`config.mk`:
```
export PLATFORM = sky130hd
export DESIGN_NAME = fuzzify_ctrl
export DESIGN_NICKNAME = d
export VERILOG_FILES = /design/src/rtl/fuzzify_ctrl.sv
export SDC_FILE = /design/constraint.sdc
export NUM_CORES = 1
export LEC_CHECK = 0
export ABC_CLOCK_PERIOD_IN_PS = 3230
export CAP_MARGIN = 20
export CORE_MARGIN = 2
export CORE_UTILIZATION = 46
export DETAILED_ROUTE_END_ITERATION = 8
export GPL_ROUTABILITY_DRIVEN = 1
export PLACE_DENSITY = 0.76
export SLEW_MARGIN = 20
export SYNTH_ARGS = -nofsm -noshare
export SYNTH_HDL_FRONTEND = slang
export SYNTH_SLANG_ARGS = --single-unit
```
`constraint.sdc`:
```
create_clock -name i_clk -period 3.23 [get_ports i_clk]
set_input_delay 0.4845 -clock i_clk [delete_from_list [all_inputs] [get_ports i_clk]]
set_output_delay 0.4845 -clock i_clk [all_outputs]
set_load 0.02 [all_outputs]
```
`src/rtl/fuzzify_ctrl.sv`:
```
// fuzzify_ctrl: runs a crisp input through N_MF trapezoid membership functions on a shared evaluator.
// Defining FUZZ_CFG_EN adds runtime-writable MF parameters (cfg ports and cfg_err).
module fuzzify_ctrl #(
    parameter int N_MF = 4
) (
    input  logic                   i_clk,
    input  logic                   i_rst_n,
    input  logic                   i_start_valid,
    output logic                   o_start_ready,
    input  logic signed [7:0]      i_x_in,
    output logic signed [7:0]      o_ev_x,
    output logic signed [7:0]      o_ev_a,
    output logic signed [7:0]      o_ev_b,
    output logic signed [7:0]      o_ev_c,
    output logic signed [7:0]      o_ev_d,
    input  logic [15:0]            i_ev_mu,
    output logic [N_MF*16-1:0]     o_mu_out,
    output logic [2:0]             o_mu_max_idx,
    output logic                   o_out_valid,
    input  logic                   i_out_ready,
    output logic                   o_busy
`ifdef FUZZ_CFG_EN
    ,
    input  logic                   i_cfg_we,
    input  logic [2:0]             i_cfg_idx,
    input  logic signed [7:0]      i_cfg_a,
    input  logic signed [7:0]      i_cfg_b,
    input  logic signed [7:0]      i_cfg_c,
    input  logic signed [7:0]      i_cfg_d,
    output logic                   o_cfg_err
`endif
);

    typedef enum logic [1:0] {
        S_IDLE = 2'd0,
        S_EVAL = 2'd1,
        S_DONE = 2'd2
    } state_t;

    localparam logic [2:0] LAST_IDX = 3'(N_MF - 1);

    // Packed as {a, b, c, d}, a in the top byte.
    function automatic logic [31:0] default_param(input logic [2:0] idx);
        case (idx)
            3'd0:    return 32'h8080_C0E0;
            3'd1:    return 32'hC0E0_0020;
            3'd2:    return 32'h0020_4060;
            3'd3:    return 32'h4060_7F7F;
            default: return 32'h0000_0000;
        endcase
    endfunction

    // The evaluator reports full membership as 0x8000; clamp into Q1.15 range.
    function automatic logic [15:0] sat_q15(input logic [15:0] v);
        if (v > 16'h7FFF) begin
            return 16'h7FFF;
        end else begin
            return v;
        end
    endfunction

    state_t            r_state;
    state_t            w_state_nx;
    logic [2:0]        r_idx;
    logic signed [7:0] r_x;
    logic [15:0]       r_mu [N_MF];
    logic [15:0]       r_max_val;
    logic [2:0]        r_max_idx;
    logic [31:0]       w_param [8];
    logic [31:0]       w_sel;
    logic [15:0]       w_mu_sat;

`ifdef FUZZ_CFG_EN
    logic [31:0]       r_param [8];
    logic              r_cfg_err;
    logic              w_cfg_ok;

    assign w_cfg_ok = i_cfg_we && (r_state != S_EVAL) && ({1'b0, i_cfg_idx} < 4'(N_MF))
                      && (i_cfg_a <= i_cfg_b) && (i_cfg_b <= i_cfg_c) && (i_cfg_c <= i_cfg_d);

    // Parameter table and reject pulse; reset restores the default MF shapes.
    always_ff @(posedge i_clk or negedge i_rst_n) begin
        if (!i_rst_n) begin
            for (int i = 0; i < 8; i++) begin
                r_param[i] <= default_param(3'(i));
            end
            r_cfg_err <= 1'b0;
        end else begin
            if (w_cfg_ok) begin
                r_param[i_cfg_idx] <= {i_cfg_a, i_cfg_b, i_cfg_c, i_cfg_d};
            end
            r_cfg_err <= i_cfg_we && !w_cfg_ok;
        end
    end

    always_comb begin
        for (int i = 0; i < 8; i++) begin
            w_param[i] = r_param[i];
        end
    end

    assign o_cfg_err = r_cfg_err;
`else
    always_comb begin
        for (int i = 0; i < 8; i++) begin
            w_param[i] = default_param(3'(i));
        end
    end
`endif

    assign w_sel    = w_param[r_idx];
    assign w_mu_sat = sat_q15(i_ev_mu);

    // State register.
    always_ff @(posedge i_clk or negedge i_rst_n) begin
        if (!i_rst_n) begin
            r_state <= S_IDLE;
        end else begin
            r_state <= w_state_nx;
        end
    end

    // Next-state logic.
    always_comb begin
        w_state_nx = r_state;
        case (r_state)
            S_IDLE: begin
                if (i_start_valid) begin
                    w_state_nx = S_EVAL;
                end else begin
                    w_state_nx = S_IDLE;
                end
            end
            S_EVAL: begin
                if (r_idx == LAST_IDX) begin
                    w_state_nx = S_DONE;
                end else begin
                    w_state_nx = S_EVAL;
                end
            end
            S_DONE: begin
                if (i_out_ready) begin
                    w_state_nx = S_IDLE;
                end else begin
                    w_state_nx = S_DONE;
                end
            end
            default: w_state_nx = S_IDLE;
        endcase
    end

    // Input latch, MF sweep and running maximum (strict > keeps the lowest index on ties).
    always_ff @(posedge i_clk or negedge i_rst_n) begin
        if (!i_rst_n) begin
            r_idx     <= 3'd0;
            r_x       <= 8'sd0;
            r_max_val <= 16'h0000;
            r_max_idx <= 3'd0;
            for (int i = 0; i < N_MF; i++) begin
                r_mu[i] <= 16'h0000;
            end
        end else if (r_state == S_IDLE) begin
            if (i_start_valid) begin
                r_x   <= i_x_in;
                r_idx <= 3'd0;
            end
        end else if (r_state == S_EVAL) begin
            for (int i = 0; i < N_MF; i++) begin
                if (r_idx == 3'(i)) begin
                    r_mu[i] <= w_mu_sat;
                end
            end
            if ((r_idx == 3'd0) || (w_mu_sat > r_max_val)) begin
                r_max_val <= w_mu_sat;
                r_max_idx <= r_idx;
            end
            if (r_idx == LAST_IDX) begin
                r_idx <= 3'd0;
            end else begin
                r_idx <= r_idx + 3'd1;
            end
        end
    end

    // Evaluator operands are only live during the sweep.
    always_comb begin
        o_ev_x = 8'sd0;
        o_ev_a = 8'sd0;
        o_ev_b = 8'sd0;
        o_ev_c = 8'sd0;
        o_ev_d = 8'sd0;
        if (r_state == S_EVAL) begin
            o_ev_x = r_x;
            o_ev_a = w_sel[31:24];
            o_ev_b = w_sel[23:16];
            o_ev_c = w_sel[15:8];
            o_ev_d = w_sel[7:0];
        end else begin
            o_ev_x = 8'sd0;
            o_ev_a = 8'sd0;
            o_ev_b = 8'sd0;
            o_ev_c = 8'sd0;
            o_ev_d = 8'sd0;
        end
    end

    always_comb begin
        o_mu_out = '0;
        for (int i = 0; i < N_MF; i++) begin
            o_mu_out[16*i +: 16] = r_mu[i];
        end
    end

    assign o_start_ready = (r_state == S_IDLE);
    assign o_busy        = (r_state == S_EVAL);
    assign o_out_valid   = (r_state == S_DONE);
    assign o_mu_max_idx  = r_max_idx;

endmodule
```
* Yosys cells after proc, flatten, opt, wreduce, memory -nomap -nowiden
Memories as Yosys holds them, arrays and structs flattened. Cells that the tools add are included.
Operators by class: add/subtract/negate cells 1, multiply operators 0, divide/modulo/power cells 0, $lt $le $gt $ge 3, equal/unequal tests 6, shifts and indexed selects 0, multiplexer cells 16, bitwise gates (word level) 2, reduce and logical (&&, ||, !) cells 11
Operator list (number):
- $mux W32 | 2
- $mux W8 | 5
- $gt A16 B15 Y1 const B | 1
- $gt A16 B16 Y1 | 1
- $mux W16 | 1
- $reduce_and A3 Y1 | 5
- $mux W3 | 4
- $eq A3 B2 Y1 const B | 2
- $pmux W2 S3 | 1
- $ge A4 B4 Y1 const B | 1
- $mux W2 | 2
- $not A3 Y4 | 1
- $reduce_and A2 Y1 | 2
- $add A3 B1 Y3 const B | 1
- $eq A3 B1 Y1 const B | 1
- $logic_not A3 Y1 | 1
- $eq A2 B1 Y1 const B | 1
- $eq A2 B2 Y1 const B | 1
- $logic_not A2 Y1 | 1
- $ne A2 B2 Y1 const B | 1
- $reduce_bool A2 Y1 | 1
- $logic_or A1 B1 Y1 | 1
- $mux W1 | 1
- $not A1 Y1 | 1
Word-level totals: register bits after elaboration 96, bits in latches 0, bits in writable memories 0, ROM bits 256, bits of input ports 28, memories 1
Memories:
- (no name shown) | words 8, width 32, read ports 1, clocked after memory_dff 0, wr ports 0, RTL line 111 | assign w_sel = w_param[r_idx];

* Longest topological paths before layout
word-level depth 5, gate-level depth with buffers 11, gate-level depth less buffers 9

* Worst setup path before layout
OpenSTA, ideal clock, no wires.
path kind input-to-reg, from input i_ev_mu[15], to register r_max_idx[0] (netlist: o_mu_max_idx[0]), arrival time 2.770 ns, setup slack 0.335 ns, cell stages on the path 10, path buffers 1, cells stage by stage clkbuf_1 nor2_1 inv_1 ha_1 nand4_2 nor3_1 or4_4 o31a_4 nor2_8 mux2_2
Between the ends: word-level cells in the longest chain between the ends 5
RTL lines:
- from (decl) | RTL line 16 | input logic [15:0] i_ev_mu,
- $gt A16 B15 Y1 | RTL line 55 | if (v > 16'h7FFF) begin
- $mux W16 | RTL line 55
- named net w_mu_sat[14] | RTL line 71 | logic [15:0] w_mu_sat;
- $gt A16 B16 Y1 | RTL line 173 | if ((r_idx == 3'd0) || (w_mu_sat > r_max_val)) begin
- $logic_or A1 B1 Y1 | RTL line 173
- $reduce_and A3 Y1 (no line)
- to (signal assigned) | RTL line 175 | r_max_idx <= r_idx;
- to (decl) | RTL line 68 | logic [2:0] r_max_idx;
The timed path passes the listed nets, and every way through them passes these cells. A chain may end at the register's enable or synchronous reset.

* Final worst setup path
from input i_ev_mu[15], to register r_max_val[13]
Between the ends: word-level cells in the longest chain between the ends 5
RTL lines:
- $gt A16 B15 Y1 (*) | RTL line 55
- $mux W16 (*) | RTL line 55
- named net w_mu_sat[13] | RTL line 71
- $gt A16 B16 Y1 | RTL line 173
- $logic_or A1 B1 Y1 | RTL line 173
- $reduce_and A3 Y1 (no line)
- to (signal assigned) | RTL line 174 | r_max_val <= w_mu_sat;
- to (decl) | RTL line 67 | logic [15:0] r_max_val;
The timed path passes the listed nets; every way through them passes the cells marked *.

==> flow_summary.toml <==
[timing]
final_period_minus_worst_setup_slack_ps = 2954
max_freq_ghz = 0.3385
grt_setup_unrepaired = "no"
relSlewSlack_pct = 59.10
hold_slack_ps = 141.0
hold_viol = 0
setup_viol = 0
clock-skew-final_ps = 10.32
final.period_utilization_pct = 91.46
timing.final.max_slew_violations = 0
tightestPinTransition_ps = 613.6

[clock_tree]
cts_tree = "done"
clockRootBuffer = "clkbuf_8"
cts_resized = 0
post_cts_setup_buffer_count = 0
worst_setup_hold_path_clk_slew_ps = 90
tritoncts.num_buffers = 9
cts_buffer_depth = 2
cts.hold.buffers_added = 0
cts.sinks = 96
worst_skew_pair.late_latency_ps = 360
h-tree-depth = 3

[global_routing]
grt_start_max_net_pins = 49
first_global_vias = 3273
wire_length_of_the_first_global_routing_pass_um = 16150
grt_overflow = 0
grt_antenna_before_repair = 0
groute.usage.overall_pct = 20.59

[placed_design]
count_of_input_and_output_buffers = 126
dpl_cell_area_um2 = 5700
gpl.final_weighted_congestion = 0.8799
dpl.cell_count = 669
dp.final_hpwl_um = 7663

[power]
power.ir.vdd_worst_v = 0.0006918
switching_share_pct = 41.06
p_sw_mw = 2.358
p_clk_share_pct = 12.3
power.internal_mw = 3.385
combinational_power_share_pct = 54.9
power_mw = 5.743
power.share.sequential_pct = 32.9
p_per_area_nw_per_um2 = 977.5
power.leakage_nw = 2.666

[synthesis]
synthFlopType = "dfrtp_1"
yosysUniqueCellTypes = 34
share_of_flip_flops_with_an_asynchronous_set_or_reset_after_synthesis_pct = 100.0
postSynthCellCount = 439
ys.warnings.count = 0
edff_count_synth = 0
ys_seq_elements = 96
synth_seq_area_share_pct = 55.46
synth.cell_area_um2 = 4332
postSynthAreaPerCell_um2 = 9.867

[routing]
drt.antenna.violating_nets = 0
initialDrtViolationCount = 95
wl_per_cell_um = 14.85
wl_um = 10170
vias = 3334
average_via_count_per_standard_cell = 4.867
detail_route.drc_violations = 0
drtPass1Iterations = 4

[setup_path]
critical_path.endpoint_type = "flop"
r2r_setup_slack_ps = 870
r2r.worst_path.cells = 9
timing.rr.start = "r_max_val[15]"
critical_path.reg2reg.endpoint = "r_max_val[13]"
critical_setup_path_class = "in2reg"
timing.critical_path.from_type = "input pin"
cp_max_fo = 15
signal_arrival_time_at_the_worst_endpoint_ps = 3220
required_time_worst_endpoint_ps = 3500

[worst_hold_path]
class_of_the_most_critical_hold_timing_path = "in2async"

[finish]
fraction_of_final_layout_cells_sized_beyond_drive_strength_1_pct = 8.014
final_cell_count_no_fill = 685
area_growth_pct = 35.64
finalNetCount = 619
fillCellCount = 778
total_area_of_multi_input_combinational_cells_um2 = 1569
final_non_filler_cell_area_um2 = 5876
regArea_um2 = 2402
antenna_cells_inserted = 0
layout.cells.most_common = "clkdlybuf4s50_1"
layout.cells.most_common_list = "125 x clkdlybuf4s50_1, 96 x dfrtp_1, 81 x nor2_1"

[floorplanning]
std_cell_rows = 35
boundaryPins = 138
start_util_pct = 47.10
die_width_um = 101.0
fp.dieH_um = 101.0
fp.coreArea_um2 = 9196
die_area_um2 = 10210

[status]
outcome = "complete, no violations"

[run]
max-cap-violations = 0
## synth_stat cells (3+ instances only)
master,number,share of area [%]
nor2b_1,6,0.87
o21ai_0,3,0.35
buf_4,25,4.3
ha_1,22,6.4
and2_1,10,1.4
dfrtp_1,96,55
nor3_1,3,0.35
a21oi_1,66,7.6
mux2i_1,15,3.5
nor2_1,82,7.1
nand2b_1,4,0.58
inv_1,35,3.0
clkbuf_1,15,1.3
nand2_1,33,2.9
## per-stage QoR
step                      utilization (%)  setup slack, ps  setup TNS (ps)
after global placement              61.99            78.92               0
after floorplan                         -            335.2               0
after CTS                           63.89            286.8               0
final                               63.89            275.9               0
after detailed placement            61.99           -86.54          -516.5
after global routing                63.89            137.6               0
## worst max-delay path by stage
stage | startpoint | end | slack [ps] | cells past startpoint
after floorplan | i_ev_mu[15] | o_mu_max_idx[0] | 340 | 10
after global placement | i_ev_mu[15] | o_mu_max_idx[0] | 80 | 10
after detailed placement | i_ev_mu[15] | r_max_val[13] | -90 | 11
after CTS | i_ev_mu[15] | r_max_val[13] | 290 | 11
after global routing | i_ev_mu[15] | r_max_val[5] | 140 | 12
final | i_ev_mu[15] | r_max_val[13] | 280 | 11
## logic make-up after synthesis
family	after synthesis	synth area share (%)
AOI/OAI and AO/OA	76	9.417
adders and majority gates	22	6.355
buffers and inverters	78	9.330
DFF	96	55.46
muxes	17	3.986
other	1	0.08657
and+or+nand+nor	149	15.37
## power groups by stage
stage	registers [mW]	logic (mW)	clock network, mW
after detailed placement	1.92	3.17	0
after global routing	1.94	3.42	0.783
final	1.89	3.15	0.705
after CTS	1.90	3.18	0.724
after floorplan	2.25	1.56	0
after global placement	1.91	3.09	0
## critical path, stage by stage
cell	delay, ps
clkdlybuf4s50_1	560
nor2_1	250
inv_1	70
ha_1	310
nand4_2	120
nor3_1	60
or4_4	510
o31a_4	330
nor2_8	110
buf_12	180
mux2i_1	220
## flip-flops by register name, indices dropped and copies added (netlist names)
name / flops
o_mu_max_idx: 3
r_state: 2
r_idx: 3
r_x: 8
r_max_val: 16
o_mu_out: 64
## metal layers
layer,global-route usage [%],up-vias,share of wire [%]
met5,0,-,0
met4,6.965,0,1.9
met3,5.895,13,5.9
met2,34.69,106,50
met1,25.41,1581,43
li1,-,1634,-
## layout make-up
| type | count | share of cell area, % |
|---|---|---|
| flip-flops and latches | 96 | 40.89 |
| inverters | 35 | 2.236 |
| repair buffers | 151 | 24.83 |
| clock buffers | 12 | 2.470 |
| clock inverters | 4 | 0.5111 |
| multi-input cells | 276 | 26.70 |
| well taps | 111 | 2.364 |
Power figures use the tool's default switching activity.
